--- config.mk ---
export PLATFORM = sky130hd
export DESIGN_NAME = mem_arbiter
export DESIGN_NICKNAME = d
export VERILOG_FILES = /design/src/rtl/mem_arb_pkg.sv /design/src/rtl/mem_arbiter_timer.sv /design/src/rtl/mem_arbiter.sv
export SDC_FILE = /design/constraint.sdc
export NUM_CORES = 1
export LEC_CHECK = 0
export BUFFER_PORTS_ARGS = -buffer_cell sky130_fd_sc_hd__buf_2
export CELL_PAD_IN_SITES_DETAIL_PLACEMENT = 0
export CELL_PAD_IN_SITES_GLOBAL_PLACEMENT = 1
export CORE_MARGIN = 3
export CORE_UTILIZATION = 34
export DETAILED_ROUTE_END_ITERATION = 16
export PLACE_DENSITY = 0.85
export RECOVER_POWER = 50
export SETUP_SLACK_MARGIN = 0.1
export SYNTH_ARGS = -nofsm -noshare
export SYNTH_HDL_FRONTEND = slang
export SYNTH_SLANG_ARGS = --single-unit
--- constraint.sdc ---
create_clock -name clk -period 3.6 [get_ports clk]
set_clock_uncertainty 0.1 [all_clocks]
set_input_delay 0 -clock clk [delete_from_list [all_inputs] [get_ports clk]]
set_output_delay 0 -clock clk [all_outputs]
set_load 0.02 [all_outputs]
--- src/rtl/mem_arb_pkg.sv ---
// Shared encodings for the instruction/data memory arbiter.
package mem_arb_pkg;

  typedef enum logic [1:0] {
    IDLE   = 2'd0,
    ACCESS = 2'd1,
    RESP   = 2'd2
  } state_e;

  typedef enum logic {
    OWN_I = 1'b0,
    OWN_D = 1'b1
  } owner_e;

  // Width of the latency counter and the starvation streak counter (both max 7).
  localparam int CNT_W = 3;

  // Instruction fetches are always full-word reads.
  localparam logic [2:0] FETCH_FUNCT3 = 3'b010;

endpackage

--- src/rtl/mem_arbiter_timer.sv ---
// Loadable down-counter that measures the memory access latency.
module latency_timer #(
  parameter int W = 3
) (
  input  logic         clk,
  input  logic         rst,
  input  logic         load,
  input  logic [W-1:0] load_val,
  input  logic         en,
  output logic         zero
);

  logic [W-1:0] cnt_q, cnt_d;

  // Next count: load wins, otherwise count down and stop at zero.
  always_comb begin
    cnt_d = cnt_q;
    if (load) begin
      cnt_d = load_val;
    end else if (en && (cnt_q != '0)) begin
      cnt_d = cnt_q - 1'b1;
    end
  end

  // Counter register.
  always_ff @(posedge clk or posedge rst) begin
    if (rst) begin
      cnt_q <= '0;
    end else begin
      cnt_q <= cnt_d;
    end
  end

  assign zero = (cnt_q == '0);

endmodule

--- src/rtl/mem_arbiter.sv ---
// Two-requester (fetch / data) arbiter in front of a single fixed-latency memory port.
module mem_arbiter
  import mem_arb_pkg::*;
#(
  parameter int ADDR_W     = 8,
  parameter int DATA_W     = 32,
  parameter int LATENCY    = 2,
  parameter int MAX_STREAK = 3
) (
  input  logic              clk,
  input  logic              rst,
  input  logic              i_req,
  input  logic [ADDR_W-1:0] i_addr,
  output logic              i_gnt,
  output logic              i_valid,
  output logic [DATA_W-1:0] i_rdata,
  input  logic              d_req,
  input  logic              d_we,
  input  logic [ADDR_W-1:0] d_addr,
  input  logic [DATA_W-1:0] d_wdata,
  input  logic [2:0]        d_funct3,
  output logic              d_gnt,
  output logic              d_valid,
  output logic [DATA_W-1:0] d_rdata,
  output logic              m_en,
  output logic              m_we,
  output logic [ADDR_W-1:0] m_addr,
  output logic [DATA_W-1:0] m_wdata,
  output logic [2:0]        m_funct3,
  input  logic [DATA_W-1:0] m_rdata,
  output logic              busy
);

  localparam logic [CNT_W-1:0] LOAD_VAL   = CNT_W'(LATENCY - 1);
  localparam logic [CNT_W-1:0] STREAK_MAX = CNT_W'(MAX_STREAK);

  state_e             state_q, state_d;
  owner_e             owner_q, owner_d;
  logic               we_q, we_d;
  logic [ADDR_W-1:0]  addr_q, addr_d;
  logic [DATA_W-1:0]  wdata_q, wdata_d;
  logic [2:0]         funct3_q, funct3_d;
  logic [CNT_W-1:0]   streak_q, streak_d;
  logic               i_gnt_q, i_gnt_d, d_gnt_q, d_gnt_d;
  logic               i_valid_q, i_valid_d, d_valid_q, d_valid_d;
  logic [DATA_W-1:0]  i_rdata_q, i_rdata_d, d_rdata_q, d_rdata_d;
  logic               tmr_load, tmr_en, tmr_zero;
  logic               pick_i, pick_d;
  logic               in_access;

  // Data normally wins; fetch wins when alone or once data has hogged the port MAX_STREAK times.
  assign pick_i = i_req && (!d_req || (streak_q == STREAK_MAX));
  assign pick_d = d_req && !pick_i;

  latency_timer #(.W(CNT_W)) u_timer (
    .clk      (clk),
    .rst      (rst),
    .load     (tmr_load),
    .load_val (LOAD_VAL),
    .en       (tmr_en),
    .zero     (tmr_zero)
  );

  // Next-state, arbitration, streak tracking and response capture.
  always_comb begin
    state_d   = state_q;
    owner_d   = owner_q;
    we_d      = we_q;
    addr_d    = addr_q;
    wdata_d   = wdata_q;
    funct3_d  = funct3_q;
    streak_d  = streak_q;
    i_gnt_d   = 1'b0;
    d_gnt_d   = 1'b0;
    i_valid_d = 1'b0;
    d_valid_d = 1'b0;
    i_rdata_d = i_rdata_q;
    d_rdata_d = d_rdata_q;
    tmr_load  = 1'b0;
    tmr_en    = 1'b0;
    case (state_q)
      IDLE, RESP: begin
        state_d = IDLE;
        if (pick_i) begin
          state_d  = ACCESS;
          tmr_load = 1'b1;
          owner_d  = OWN_I;
          we_d     = 1'b0;
          addr_d   = i_addr;
          wdata_d  = '0;
          funct3_d = FETCH_FUNCT3;
          i_gnt_d  = 1'b1;
        end else if (pick_d) begin
          state_d  = ACCESS;
          tmr_load = 1'b1;
          owner_d  = OWN_D;
          we_d     = d_we;
          addr_d   = d_addr;
          wdata_d  = d_wdata;
          funct3_d = d_funct3;
          d_gnt_d  = 1'b1;
        end
        if (pick_i || !i_req) begin
          streak_d = '0;
        end else if (pick_d && (streak_q != STREAK_MAX)) begin
          streak_d = streak_q + 1'b1;
        end
      end
      ACCESS: begin
        tmr_en = 1'b1;
        if (tmr_zero) begin
          state_d = RESP;
          if (owner_q == OWN_I) begin
            i_valid_d = 1'b1;
            i_rdata_d = we_q ? '0 : m_rdata;
          end else begin
            d_valid_d = 1'b1;
            d_rdata_d = we_q ? '0 : m_rdata;
          end
        end
      end
      default: state_d = IDLE;
    endcase
  end

  // State and datapath registers, cleared asynchronously.
  always_ff @(posedge clk or posedge rst) begin
    if (rst) begin
      state_q   <= IDLE;
      owner_q   <= OWN_I;
      we_q      <= 1'b0;
      addr_q    <= '0;
      wdata_q   <= '0;
      funct3_q  <= '0;
      streak_q  <= '0;
      i_gnt_q   <= 1'b0;
      d_gnt_q   <= 1'b0;
      i_valid_q <= 1'b0;
      d_valid_q <= 1'b0;
      i_rdata_q <= '0;
      d_rdata_q <= '0;
    end else begin
      state_q   <= state_d;
      owner_q   <= owner_d;
      we_q      <= we_d;
      addr_q    <= addr_d;
      wdata_q   <= wdata_d;
      funct3_q  <= funct3_d;
      streak_q  <= streak_d;
      i_gnt_q   <= i_gnt_d;
      d_gnt_q   <= d_gnt_d;
      i_valid_q <= i_valid_d;
      d_valid_q <= d_valid_d;
      i_rdata_q <= i_rdata_d;
      d_rdata_q <= d_rdata_d;
    end
  end

  assign in_access = (state_q == ACCESS);
  assign busy      = (state_q != IDLE);
  assign m_en      = in_access;
  assign m_we      = in_access && we_q;
  assign m_addr    = in_access ? addr_q   : '0;
  assign m_wdata   = in_access ? wdata_q  : '0;
  assign m_funct3  = in_access ? funct3_q : '0;
  assign i_gnt     = i_gnt_q;
  assign d_gnt     = d_gnt_q;
  assign i_valid   = i_valid_q;
  assign d_valid   = d_valid_q;
  assign i_rdata   = i_rdata_q;
  assign d_rdata   = d_rdata_q;

endmodule

# After elaboration in Yosys (flattened, before gate mapping)
# Cells that the tools add are included.
# word_totals
ramBits	0
mem_bits_ro	0
n_memories	0
latchBits	0
reg_bits	121
out_inout_bits	114
# op_classes
addsub	2
mux	36
bitwise	1
shifts	0
div	0
magnitude_cmp	0
eq_ne	5
n_reduce_logical	22
n_mul	0
# op_table
operator	n
two-way mux 32 bit	4
two-way mux 8 bit	3
two-way mux 3 bit	7
two-way mux 1 bit	20
nonzero test 2 bit	4
AND reduction 3 bit	2
logical AND 1 bit	5
case mux 2 bit (2 select lines)	1
AND reduction 2 bit	2
adder 3 x 1 -> 3 bit (second input constant)	1
equality test 3 x 2 -> 1 bit (second input constant)	1
logical NOT 1 bit	3
logical NOT 3 bit	1
!= test 3 x 2 -> 1 bit (second input constant)	1
nonzero test 3 bit	1
subtractor 3 x 1 -> 3 bit (second input constant)	1
equality test 2 x 1 -> 1 bit (second input constant)	1
equality test 2 bit (second input constant)	1
logical NOT 2 bit	1
logical OR 1 bit	2
two-way mux 2 bit	1
!= test 2 bit (second input constant)	1
OR reduction 2 bit	1
NOT 1 bit	1

# Logic depth before layout (Yosys ltp)
# depth
word_depth	9
depth_mapped	6
ltp_nobuf	5

# Cells and area by module
# Synthesis repeated with hierarchy kept, for this count alone.
# unflattened
cells_unflattened	478
hier_area_um2	5084.9
# modules_own_cells
mod	cells_per_inst	area_each_um2	instances
mem_arbiter	458	4873.4	1
latency_timer	20	211.5	1

# Worst setup path before layout
# No wires, ideal clock.
# synth_timing
kind	reg-to-reg
startpoint	reg u_timer.cnt_q[0]
endpoint	reg i_rdata_q[19], in the netlist i_rdata[19]
stages_incl_launch_ff	7
setup_slack_ns	1.868
t_required_ns	3.375
arrival_time_ns	1.507
n_path_buf	1
setup_time_ns	0.125
synth_period_minus_slack_ns	1.732
path_cell_list	dfrtp_1 -> inv_1 -> ha_1 -> nand2b_1 -> nor3_4 -> buf_6 -> mux2_2
# synth_between
elab_chain_len	2
# synth_lines
element	line_no	source
from (decl)	mem_arbiter_timer.sv:13	logic [W-1:0] cnt_q, cnt_d;
from (signal assigned)	mem_arbiter_timer.sv:30	cnt_q <= cnt_d;
logical NOT 3 bit	mem_arbiter_timer.sv:34	assign zero = (cnt_q == '0);
AND reduction 3 bit (no source line)	-	
to (signal assigned)	mem_arbiter.sv:154	i_rdata_q <= i_rdata_d;
to (decl)	mem_arbiter.sv:46	logic [DATA_W-1:0] i_rdata_q, i_rdata_d, d_rdata_q, d_rdata_d;
# Every way passes these cells.
# A chain may end at the register's enable or synchronous reset.

# Worst setup path after layout
# layout_timing
startpoint	reg streak_q[0]
endpoint	reg addr_q[4]
# layout_between
elab_chain_len	7
# layout_lines
element	line_no	source
from (decl)	mem_arbiter.sv:43	logic [CNT_W-1:0] streak_q, streak_d;
from (signal assigned)	mem_arbiter.sv:149	streak_q <= streak_d;
equality test 3 x 2 -> 1 bit *	mem_arbiter.sv:52	assign pick_i = i_req && (!d_req || (streak_q == STREAK_MAX));
logical OR 1 bit *	mem_arbiter.sv:52	
logical AND 1 bit *	mem_arbiter.sv:52	
logical NOT 1 bit	mem_arbiter.sv:53	assign pick_d = d_req && !pick_i;
logical AND 1 bit	mem_arbiter.sv:53	
nonzero test 2 bit (no source line)	-	
AND reduction 2 bit (no source line)	-	
to (signal assigned)	mem_arbiter.sv:146	addr_q <= addr_d;
to (decl)	mem_arbiter.sv:40	logic [ADDR_W-1:0] addr_q, addr_d;
# Mark *: on every way between the ends. The rest lies on a longest branch, timed or not.

==> impl_metrics.json <==
{
  "outcome": "finished, violations left",
  "violations": "capacitance limit, slew limit",
  "syn_nets": 494,
  "critPathLaunch": "streak_q[0]$_DFFE_PP0P_",
  "dieArea_um2": 16700,
  "fin_crit_sh_pct": 66.8,
  "postRouteWirelength_um": 13600,
  "dp_hpwl_um": 8490,
  "cp_slowest_cell": "dlygate4sd3_1",
  "dp_slack_ps": 1470,
  "ys_async_sr_fraction_pct": 100,
  "worst-path-stages": 6,
  "drv_slew": 76,
  "hold_viol_final": 0,
  "syn_to_final_growth_pct": 46.9,
  "r2r_cells": 6,
  "overflow": 0,
  "tightest_slew_ps": 1600,
  "crit_path_frequent_cell": "ha_1",
  "post_cts_resized": 0,
  "synthFlopType": "dfrtp_1",
  "drt_iter0_markers": 184,
  "synthCells": 402,
  "die_h_um": 129,
  "required_ps": 3850,
  "synthTopCellsByArea": "dfrtp_1, mux2_2, a22o_1",
  "finalWorstSetupSlack_ps": 1200,
  "first_global_vias": 4442,
  "grtUsageTotal_pct": 16.6,
  "cts_buffers": 17,
  "layout_common_cells": "buf_2, dfrtp_1, dlygate4sd3_1",
  "power_density_nw_per_um2": 892,
  "cts.clk_slew.worst_paths_ps": 50,
  "synth.avg_cell_area_um2": 12.9,
  "fp.dieW_um": 129,
  "arrival_ps": 2650,
  "synth_top_area_share_pct": 58.5,
  "post_cts_buffers": 0,
  "numClockSinks": 121,
  "io_buffer_count": 201,
  "yosysTopAreaCell": "dfrtp_1",
  "ctsLongestPathBuffers": 2,
  "maxCapViolCount": 1,
  "core_area_um2": 14700,
  "path_max_fanout": 9,
  "layout_commonest_cell": "buf_2",
  "yosys_warnings": 0,
  "insertion_delay_ps": 410,
  "rows": 44,
  "start_kind": "register",
  "nets": 777,
  "drc": 0,
  "min_period_ps": 2400,
  "vias_per_cell": 4.74,
  "synth_edf_count": 0,
  "dr_total_vias": 4172,
  "grt_pass1_wl_um": 21700,
  "tns_ps": 0,
  "crit_path_end_kind": "register",
  "ioPinCount": 202,
  "critical_path_class": "register to register",
  "crit-reg2reg-launch": "streak_q[0]$_DFFE_PP0P_",
  "drive_gt1_share_pct": 33.4,
  "crit_chain": "ha_1, ha_1, nor2b_1, o21ai_0, a21oi_1, dlygate4sd3_1",
  "antenna_left": 0,
  "wl_per_cell_um": 15.4,
  "antenna_found_initial": 0,
  "cts-root-buf": "clkbuf_16",
  "drt_pass1_iterations": 4,
  "synth_seq_cells": 121,
  "hold_depth": 3,
  "relSlewSlack_pct": -6.72,
  "crit_family": "buffers and inverters",
  "grt_max_degree": 77,
  "gp_congestion": 0.773,
  "yosysUniqueCellTypes": 32,
  "yosysSeqAreaShare_pct": 58.5,
  "slowest_delay_ps": 560,
  "grt_setup_unrepaired": "no",
  "tritoncts": "done",
  "antenna_cells": 0,
  "htreeDepth": 4,
  "p_leak_nw": 3.60,
  "cp_num_buf_inv": 1,
  "min_from": "d_req",
  "setup_viol": 0,
  "reg2reg_slack_ps": 1200,
  "min_path_type": "input pin to register",
  "peakVddDrop_mv": 0.364,
  "syn_area_um2": 5170,
  "start_util_pct": 35.2,
  "max_freq_mhz": 416
}
[final timing paths]
kind | to
max reg2reg | addr_q[4]$_DFFE_PP0P_
max in group asynchronous | i_rdata[21]$_DFFE_PP0P_
min in group asynchronous | i_valid$_DFF_PP0_
max | addr_q[4]$_DFFE_PP0P_
min reg2reg | i_rdata[28]$_DFFE_PP0P_
min | owner_q$_DFFE_PP0P_
[metrics by stage]
| step | instances | area [µm²] | power [mW] | util [%] | hold slack, ps |
|---|---|---|---|---|---|
| 4_1_cts | 881 | 7680 | 6.94 | 52.3 | 8.99 |
| 3_3_place_gp | 764 | 6300 | 5.17 | 42.8 | 119 |
| 5_1_grt | 881 | 7600 | 7.21 | 51.7 | 32.1 |
| 2_1_floorplan | 402 | 5170 | 4.32 | - | 22.4 |
| 6_report | 881 | 7600 | 6.78 | 51.7 | 32.0 |
| 3_5_place_dp | 764 | 6300 | 5.26 | 42.8 | 119 |
[cells by family (layout without fill, tap and decap cells)]
family,Yosys count,after routing,synth area share [%]
DFF,121,121,58.5
and+or+nand+nor,106,106,12.5
AOI/OAI and AO/OA,72,72,10.4
muxes,64,64,13.9
buffers and inverters,35,330,3.68
adders and majority gates,4,4,0.968
[routing by layer]
metal,share of wire [%],global-route usage [%],up-vias
met3,8.2,5.44,20
met5,0,0,-
li1,-,-,1962
met1,42,19.9,2010
met2,48,27.8,180
met4,1.6,6.30,0
[cell type report]
| cell class | count | area, µm² |
|---|---|---|
| clock buffers | 23 | 478 |
| clock inverters | 8 | 47.5 |
| fillers | 1257 | 7100 |
| inverters | 9 | 33.8 |
| multi-input cells | 246 | 1960 |
| flip-flops and latches | 121 | 3030 |
| well taps | 184 | 230 |
| repair buffers | 290 | 1820 |
[worst reg2reg max path, stage by stage (launching register included)]
cell	delay, ps
dfrtp_1	400
ha_1	220
ha_1	230
nor2b_1	490
o21ai_0	180
a21oi_1	160
dlygate4sd3_1	560
[flip-flops by register name, indices dropped and copies added, names as in the netlist]
signal	flops
d_rdata	32
i_rdata	32
wdata_q	32
addr_q	8
funct3_q	3
streak_q	3
u_timer.cnt_q	3
state_q	2
d_gnt	1
d_valid	1
i_gnt	1
i_valid	1
owner_q	1
we_q	1
[where the power goes]
| part | switching, mW | leakage, nW | internal, mW |
|---|---|---|---|
| clock network | 0.577 | 0.255 | 0.922 |
| registers | 0.393 | 1.51 | 1.97 |
| logic | 1.71 | 1.84 | 1.20 |
| total | 2.68 | 3.60 | 4.10 |
[what timing repair did]
action / 4_1_cts / 5_1_grt
setup endpoints to repair: 0 / 0
hold buffers: 86 / 0
hold endpoints to repair: 186 / 0
[Yosys cell counts, types with 2 or more instances]
cell type and number:
a21oi_1 11, a22o_1 35, a31oi_1 8, and2_1 44, buf_2 6, buf_6 6
clkbuf_1 11, clkbuf_2 2, dfrtp_1 121, ha_1 4, inv_1 8, mux2_1 4
mux2_2 60, nand2_1 5, nand2b_1 2, nand3_1 3, nor2_1 11, nor2b_1 35
o21ai_0 12, or4_1 2
Power figures use the tool's default switching activity.
